`src/rtl/gen_ready_if.sv`:
```
// Handshake and control bundle for gen_ready_param. The master side drives the
// frame/row strobes and the valid/ready inputs; the slave side is the pacing block.
interface gen_ready_if #(
  parameter int PIC_W = 6
);
  // Every valid/ready pair transfers exactly on a cycle where both are high at
  // the rising edge; valid and ready are independent and may rise in either order.
  logic             wr_sop;
  logic             wr_hsync;
  logic [PIC_W-1:0] pic_size;
  logic             padding;
  logic [3:0]       mode;
  logic             genraddr_end;
  logic             fifo_empty;
  logic             sram2reg_valid;
  logic             sram2reg_ready;
  logic             wr_valid;
  logic             wr_ready;
  logic             reg2opu_valid;
  logic             reg2opu_ready;
  logic             prime_row1;
  logic             busy;
  logic             frame_done;
  logic             overrun_err;

  modport master (
    output wr_sop, wr_hsync, pic_size, padding, mode, genraddr_end, fifo_empty,
           sram2reg_valid, wr_valid, reg2opu_ready,
    input  sram2reg_ready, wr_ready, reg2opu_valid, prime_row1, busy,
           frame_done, overrun_err
  );

  modport slave (
    input  wr_sop, wr_hsync, pic_size, padding, mode, genraddr_end, fifo_empty,
           sram2reg_valid, wr_valid, reg2opu_ready,
    output sram2reg_ready, wr_ready, reg2opu_valid, prime_row1, busy,
           frame_done, overrun_err
  );
endinterface

```
`src/rtl/gen_ready_param.sv`:
```
// Paces input-buffer writes against SRAM-to-register bank transfers, in a
// row-banked conv mode or a beat-counted dense mode.
module gen_ready_param #(
  parameter int PIC_W         = 6,
  parameter int PRIME_ROWS    = 4,
  parameter int ROWS_PER_BANK = 2,
  parameter int CNT_W         = 16,
  parameter int BEAT_SHIFT    = 3
) (
  input  logic       SYS_CLK,
  input  logic       SYS_RST,
  gen_ready_if.slave bus,
  output logic [2:0] dbg_state,
  output logic [7:0] dbg_row_cnt,
  output logic       dbg_gen_done
);

  typedef enum logic [2:0] {
    IDLE      = 3'd0,
    FILL      = 3'd1,
    WAIT_XFER = 3'd2,
    FLUSH     = 3'd3,
    DENSE     = 3'd4
  } state_t;

  localparam int          ROW_CMP_W  = ((PIC_W > 8) ? PIC_W : 8) + 1;
  localparam logic [7:0]  PRIME_LAST = 8'(PRIME_ROWS - 1);
  localparam logic [7:0]  BANK_MASK  = 8'(ROWS_PER_BANK - 1);

  state_t           state_q, state_d;
  logic [7:0]       row_cnt_q, row_cnt_d;
  logic [CNT_W-1:0] beat_cnt_q, beat_cnt_d;
  logic [PIC_W-1:0] pic_size_q, pic_size_d;
  logic             padding_q, padding_d;
  logic             gen_done_q, gen_done_d;
  logic             bank_done_q, bank_done_d;
  logic             overrun_q, overrun_d;
  logic             s2r_ready_q, s2r_ready_d;
  logic             wr_ready_q, wr_ready_d;
  logic             r2o_valid_q, r2o_valid_d;
  logic             frame_done_q, frame_done_d;

  logic                 s2r_hs, wr_hs, boundary, prime_ev, last_row;
  logic [ROW_CMP_W-1:0] last_tgt;
  logic [CNT_W-1:0]     beat_tgt;
  logic [7:0]           row_off;
  logic                 unused_mode;

  // mode[3] is captured by the DENSE/FILL choice at frame start; no other bit matters.
  assign unused_mode = ^bus.mode[2:0];

  assign s2r_hs   = bus.sram2reg_valid & s2r_ready_q;
  assign wr_hs    = bus.wr_valid & wr_ready_q;
  assign row_off  = row_cnt_q - PRIME_LAST;
  assign boundary = bus.wr_hsync & (row_cnt_q >= PRIME_LAST) & ((row_off & BANK_MASK) == 8'd0);
  assign prime_ev = boundary & (row_cnt_q == PRIME_LAST) & (state_q == FILL);
  assign last_tgt = ROW_CMP_W'(pic_size_q) + ROW_CMP_W'(padding_q);
  assign last_row = (ROW_CMP_W'(row_cnt_q) == last_tgt);
  assign beat_tgt = CNT_W'(pic_size_q) << BEAT_SHIFT;

  always_comb begin
    state_d      = state_q;
    row_cnt_d    = row_cnt_q;
    beat_cnt_d   = beat_cnt_q;
    pic_size_d   = pic_size_q;
    padding_d    = padding_q;
    gen_done_d   = gen_done_q;
    bank_done_d  = bank_done_q;
    overrun_d    = overrun_q;
    s2r_ready_d  = s2r_ready_q;
    wr_ready_d   = wr_ready_q;
    r2o_valid_d  = r2o_valid_q;
    frame_done_d = 1'b0;

    // Output-side valid runs on its own, independent of the frame state.
    if (r2o_valid_q && bus.reg2opu_ready) r2o_valid_d = 1'b0;
    else if (!bus.fifo_empty)             r2o_valid_d = 1'b1;

    if (bus.wr_sop) begin
      pic_size_d  = bus.pic_size;
      padding_d   = bus.padding;
      row_cnt_d   = 8'(bus.padding);
      beat_cnt_d  = '0;
      gen_done_d  = 1'b0;
      bank_done_d = 1'b0;
      overrun_d   = 1'b0;
      s2r_ready_d = 1'b0;
      wr_ready_d  = 1'b1;
      state_d     = bus.mode[3] ? DENSE : FILL;
    end else begin
      // A genraddr_end coinciding with a handshake belongs to the next bank.
      if (s2r_hs) gen_done_d = 1'b0;
      if (bus.genraddr_end && (state_q == FILL || state_q == WAIT_XFER || state_q == FLUSH))
        gen_done_d = 1'b1;

      case (state_q)
        FILL: begin
          if (bus.wr_hsync) row_cnt_d = row_cnt_q + 8'd1;
          if (last_row || boundary) begin
            state_d     = last_row ? FLUSH : WAIT_XFER;
            wr_ready_d  = 1'b0;
            bank_done_d = 1'b1;
          end
        end
        WAIT_XFER: begin
          if (bus.wr_hsync) begin
            row_cnt_d = row_cnt_q + 8'd1;
            overrun_d = 1'b1;
          end
          if (s2r_hs) begin
            wr_ready_d  = 1'b1;
            bank_done_d = 1'b0;
            state_d     = FILL;
          end
        end
        FLUSH: begin
          if (s2r_hs) begin
            state_d      = IDLE;
            frame_done_d = 1'b1;
          end
        end
        DENSE: begin
          if (wr_ready_q && (beat_cnt_q == beat_tgt)) begin
            wr_ready_d  = 1'b0;
            s2r_ready_d = 1'b1;
            beat_cnt_d  = '0;
          end else if (wr_hs) begin
            beat_cnt_d = beat_cnt_q + CNT_W'(1);
          end
          if (s2r_hs) begin
            state_d      = IDLE;
            frame_done_d = 1'b1;
          end
        end
        IDLE:    ;
        default: state_d = IDLE;
      endcase

      if (bus.fifo_empty && (prime_ev ||
          ((state_q == WAIT_XFER || state_q == FLUSH) && bank_done_q && gen_done_q)))
        s2r_ready_d = 1'b1;
      if (s2r_hs) s2r_ready_d = 1'b0;
    end
  end

  always_ff @(posedge SYS_CLK) begin
    if (SYS_RST) begin
      state_q      <= IDLE;
      row_cnt_q    <= '0;
      beat_cnt_q   <= '0;
      pic_size_q   <= '0;
      padding_q    <= 1'b0;
      gen_done_q   <= 1'b0;
      bank_done_q  <= 1'b0;
      overrun_q    <= 1'b0;
      s2r_ready_q  <= 1'b0;
      wr_ready_q   <= 1'b0;
      r2o_valid_q  <= 1'b0;
      frame_done_q <= 1'b0;
    end else begin
      state_q      <= state_d;
      row_cnt_q    <= row_cnt_d;
      beat_cnt_q   <= beat_cnt_d;
      pic_size_q   <= pic_size_d;
      padding_q    <= padding_d;
      gen_done_q   <= gen_done_d;
      bank_done_q  <= bank_done_d;
      overrun_q    <= overrun_d;
      s2r_ready_q  <= s2r_ready_d;
      wr_ready_q   <= wr_ready_d;
      r2o_valid_q  <= r2o_valid_d;
      frame_done_q <= frame_done_d;
    end
  end

  assign bus.sram2reg_ready = s2r_ready_q;
  assign bus.wr_ready       = wr_ready_q;
  assign bus.reg2opu_valid  = r2o_valid_q;
  assign bus.prime_row1     = bus.wr_hsync & (row_cnt_q == 8'd1);
  assign bus.busy           = (state_q != IDLE);
  assign bus.frame_done     = frame_done_q;
  assign bus.overrun_err    = overrun_q;

  assign dbg_state    = state_q;
  assign dbg_row_cnt  = row_cnt_q;
  assign dbg_gen_done = gen_done_q;

endmodule

```
`src/flat_wrapper.sv`:
```
// flat-port wrapper written by rule: the top's interface ports become plain ports
module gen_ready_param_flat 
#(
  parameter int PIC_W         = 6,
  parameter int PRIME_ROWS    = 4,
  parameter int ROWS_PER_BANK = 2,
  parameter int CNT_W         = 16,
  parameter int BEAT_SHIFT    = 3
)
  (SYS_CLK, SYS_RST, dbg_state, dbg_row_cnt, dbg_gen_done, bus_wr_sop, bus_wr_hsync, bus_pic_size, bus_padding, bus_mode, bus_genraddr_end, bus_fifo_empty, bus_sram2reg_valid, bus_wr_valid, bus_reg2opu_ready, bus_sram2reg_ready, bus_wr_ready, bus_reg2opu_valid, bus_prime_row1, bus_busy, bus_frame_done, bus_overrun_err);
  gen_ready_if #(.PIC_W(PIC_W)) bus_i ();
  input  logic SYS_CLK;
  input  logic SYS_RST;
  output logic [2:0] dbg_state;
  output logic [7:0] dbg_row_cnt;
  output logic dbg_gen_done;
  input wire logic [$bits(bus_i.wr_sop)-1:0] bus_wr_sop;
  input wire logic [$bits(bus_i.wr_hsync)-1:0] bus_wr_hsync;
  input wire logic [$bits(bus_i.pic_size)-1:0] bus_pic_size;
  input wire logic [$bits(bus_i.padding)-1:0] bus_padding;
  input wire logic [$bits(bus_i.mode)-1:0] bus_mode;
  input wire logic [$bits(bus_i.genraddr_end)-1:0] bus_genraddr_end;
  input wire logic [$bits(bus_i.fifo_empty)-1:0] bus_fifo_empty;
  input wire logic [$bits(bus_i.sram2reg_valid)-1:0] bus_sram2reg_valid;
  input wire logic [$bits(bus_i.wr_valid)-1:0] bus_wr_valid;
  input wire logic [$bits(bus_i.reg2opu_ready)-1:0] bus_reg2opu_ready;
  output wire logic [$bits(bus_i.sram2reg_ready)-1:0] bus_sram2reg_ready;
  output wire logic [$bits(bus_i.wr_ready)-1:0] bus_wr_ready;
  output wire logic [$bits(bus_i.reg2opu_valid)-1:0] bus_reg2opu_valid;
  output wire logic [$bits(bus_i.prime_row1)-1:0] bus_prime_row1;
  output wire logic [$bits(bus_i.busy)-1:0] bus_busy;
  output wire logic [$bits(bus_i.frame_done)-1:0] bus_frame_done;
  output wire logic [$bits(bus_i.overrun_err)-1:0] bus_overrun_err;
  assign bus_i.wr_sop = bus_wr_sop;
  assign bus_i.wr_hsync = bus_wr_hsync;
  assign bus_i.pic_size = bus_pic_size;
  assign bus_i.padding = bus_padding;
  assign bus_i.mode = bus_mode;
  assign bus_i.genraddr_end = bus_genraddr_end;
  assign bus_i.fifo_empty = bus_fifo_empty;
  assign bus_i.sram2reg_valid = bus_sram2reg_valid;
  assign bus_i.wr_valid = bus_wr_valid;
  assign bus_i.reg2opu_ready = bus_reg2opu_ready;
  assign bus_sram2reg_ready = bus_i.sram2reg_ready;
  assign bus_wr_ready = bus_i.wr_ready;
  assign bus_reg2opu_valid = bus_i.reg2opu_valid;
  assign bus_prime_row1 = bus_i.prime_row1;
  assign bus_busy = bus_i.busy;
  assign bus_frame_done = bus_i.frame_done;
  assign bus_overrun_err = bus_i.overrun_err;
  gen_ready_param #(.PIC_W(PIC_W), .PRIME_ROWS(PRIME_ROWS), .ROWS_PER_BANK(ROWS_PER_BANK), .CNT_W(CNT_W), .BEAT_SHIFT(BEAT_SHIFT)) u_core (.SYS_CLK(SYS_CLK), .SYS_RST(SYS_RST), .bus(bus_i), .dbg_state(dbg_state), .dbg_row_cnt(dbg_row_cnt), .dbg_gen_done(dbg_gen_done));
endmodule
```
`config.mk`:
```
export PLATFORM = sky130hd
export DESIGN_NAME = gen_ready_param_flat
export DESIGN_NICKNAME = d
export VERILOG_FILES = /design/src/rtl/gen_ready_if.sv /design/src/rtl/gen_ready_param.sv /design/src/flat_wrapper.sv
export SDC_FILE = /design/constraint.sdc
export NUM_CORES = 1
export LEC_CHECK = 0
export ABC_AREA = 1
export CAP_MARGIN = 10
export CORE_MARGIN = 3
export CORE_UTILIZATION = 58
export CTS_CLUSTER_SIZE = 28
export DETAILED_ROUTE_END_ITERATION = 6
export PLACE_DENSITY = 0.85
export SYNTH_ARGS = -nofsm -noshare
export SYNTH_HDL_FRONTEND = slang
export SYNTH_SLANG_ARGS = --single-unit
```
`constraint.sdc`:
```
create_clock -name SYS_CLK -period 3.05 [get_ports SYS_CLK]
set_input_delay 0.61 -clock SYS_CLK [delete_from_list [all_inputs] [get_ports SYS_CLK]]
set_output_delay 0.61 -clock SYS_CLK [all_outputs]
set_load 0.05 [all_outputs]
```
==> impl_metrics.toml <==
[logic_synthesis]
netlist_top_cells_count = "nand2_1, nand3_1, inv_1"
yosys_warnings = 0
synth_top_area_share_pct = 31.75
ys.flop_type = "dfxtp_1"
ys_seq_elements = 41
yosysMostFrequentCell = "nand2_1"
synth_area_um2 = 2585
synth_async_sr_flop_share_pct = 0
yosys.area.top_type = "dfxtp_1"
ys_seq_area_share_pct = 31.75
netlist_instances = 392
yosys-top-cells-area = "dfxtp_1, nand2_1, nand3_1"
synth-edff-count = 0
synth_fp_nets = 418
synth_cell_types = 33
syn_avg_cell_area_um2 = 6.594

[floorplanning]
start_util_pct = 62.38
dieHeight_um = 72.76
rows = 23
die_width_um = 72.76
core-area_um2 = 4144
die-area_um2 = 5294
top_level_ports = 39

[grt]
grt_max_degree = 20
grt_usage_pct = 26.31
grt_pass1_wl_um = 11110
grt_pass1_vias = 2520
antenna_found_initial = 0
grt_overflow = 0

[sta]
rsz0062_at_grt = "no"
slew_violations = 0
setup_violations = 0
relSlewSlack_pct = 59.84
hold_viol_final = 0
setup_tns_ns = 0
fin_skew_ns = 0.005058
final.period_utilization_pct = 77.87
tightest_slew_ns = 0.6018
fmax_ghz = 0.4211
min_period_ns = 2.375

[cts]
ctsHoldBuffers = 0
clkTransAtPathRegs_ns = 0.08
cts_tree = "done"
cts_made_buffers = 5
htree_levels = 2
cts_sinks = 41
clock_path_buffers = 2
cts_resized = 0
cts_setup_buffers = 0
cts_root_buffer = "clkbuf_8"
clock_latency_ns = 0.30

[status]
outcome = "finished clean"

[pwr]
cellLeakagePower_uw = 0.001249
ir_drop_mv = 0.2944
p_per_area_nw_per_um2 = 361.1

[setup_path]
crit_path_start_kind = "flop"
path_class = "reg -> out"
crit_path_end_kind = "output port"
required_ns = 2.44
worstPathCellList = "nor2_1 > inv_1 > nor2_1 > inv_1 > clkdlybuf4s50_1"
path_max_fanout = 6
cp_slowest_stage_delay_ns = 0.79
cp_slowest_cell = "clkdlybuf4s50_1"
arrival_ns = 1.77

[route]
drt-wirelength-per-cell_um = 13.70
wl_um = 6560
vias = 2700
antenna_left = 0
drt_iter0_markers = 239
drc = 0
dr.pass1.iters = 5
post_drt_via_cell_ratio = 5.637

[finish]
syn2layout_area_growth_pct = 17.91
antenna_cells = 0
layout.nets = 454
drive_gt1_share_pct = 9.557
final_area_um2 = 3048

[placed_design]
io_buffers = 35
dpl_cell_area_um2 = 2965
place_hpwl_um = 4921
gp_congestion = 0.8929

[min_path]
hp-class = "reg -> reg"

[run]
maxCapViolCount = 0
[critical path: cells and delay by family (launching register included)]
family                 cells  cell delay [ns]
buffers and inverters      3             0.92
AND/OR/NAND/NOR            2             0.14
flip-flops                 1             0.41
[cells in the final DEF (no fill, tap or decap), types with 6 or more instances in the layout]
master,synthesis,layout
dfxtp_1,41,41
nand3_1,50,50
a21oi_2,8,8
nand2_1,92,92
xor2_1,6,6
nand4_1,11,11
nor3_1,6,6
a21oi_1,25,25
nor2_1,38,38
ha_1,6,6
inv_1,48,48
clkdlybuf4s50_1,0,34
nand3_2,6,6
o21ai_0,13,13
[layout make-up]
| type | instances | area [um^2] |
|---|---|---|
| clock buffers | 6 | 72.57 |
| clock inverters | 2 | 10.01 |
| fillers | 354 | 1096 |
| inverters | 53 | 198.9 |
| multi-input cells | 289 | 1513 |
| flip-flops and latches | 41 | 820.8 |
| well taps | 50 | 62.56 |
| repair buffers | 38 | 370.4 |
[state kept, by name, summed over array words and instances (netlist names), 3 cells and up]
register / flops
u_core.pic_size_q: 6
u_core.dbg_state: 3
u_core.dbg_row_cnt: 8
u_core.beat_cnt_q: 16
[kinds of logic after synthesis]
kind of cell	count (synthesis)	share of synthesized area (%)
and+or+nand+nor	224	41.53
buffers and inverters	62	9.729
AOI/OAI and AO/OA	53	12.05
DFF	41	31.75
xor gates and xnor gates	6	2.033
adders and majority gates	6	2.904
[stage by stage]
stage / cells / setup WS (ns) / hold slack [ns] / util (%) / total power (uW)
2_1_floorplan: 392 / 0.7656 / 0.4347 / - / 694.7
3_3_place_gp: 471 / 0.6939 / 0.4373 / 71.56 / 755.5
5_1_grt: 479 / 0.5639 / 0.4842 / 73.55 / 1151
3_5_place_dp: 471 / 0.6765 / 0.4468 / 71.56 / 759.5
6_report: 479 / 0.6750 / 0.4667 / 73.55 / 1101
4_1_cts: 479 / 0.6567 / 0.4629 / 73.55 / 1107
[metal layers]
metal	global-route usage, %	part of all wire (%)	vias up
li1	-	-	1363
met1	35.28	46	1239
met2	41.68	46	89
met3	4.545	6.2	9
met4	10.86	1.6	0
met5	0	0	-
[power by group]
| group | switching, uW | internal [uW] |
|---|---|---|
| Sequential | 15.4 | 547 |
| Clock | 193 | 159 |
| Combinational | 117 | 69.2 |
[worst paths after layout]
kind | from | end | slack (ns) | cells after the start
worst max-delay path | u_core.dbg_state[0] | bus_busy | 0.67 | 5
worst min-delay path | u_core.bus.reg2opu_valid | u_core.bus.reg2opu_valid | 0.47 | 1
worst max register to register | u_core.beat_cnt_q[0] | u_core.beat_cnt_q[6] | 0.99 | 10
worst min register to register | u_core.bus.reg2opu_valid | u_core.bus.reg2opu_valid | 0.47 | 1
(Power assumes the default switching activity.)
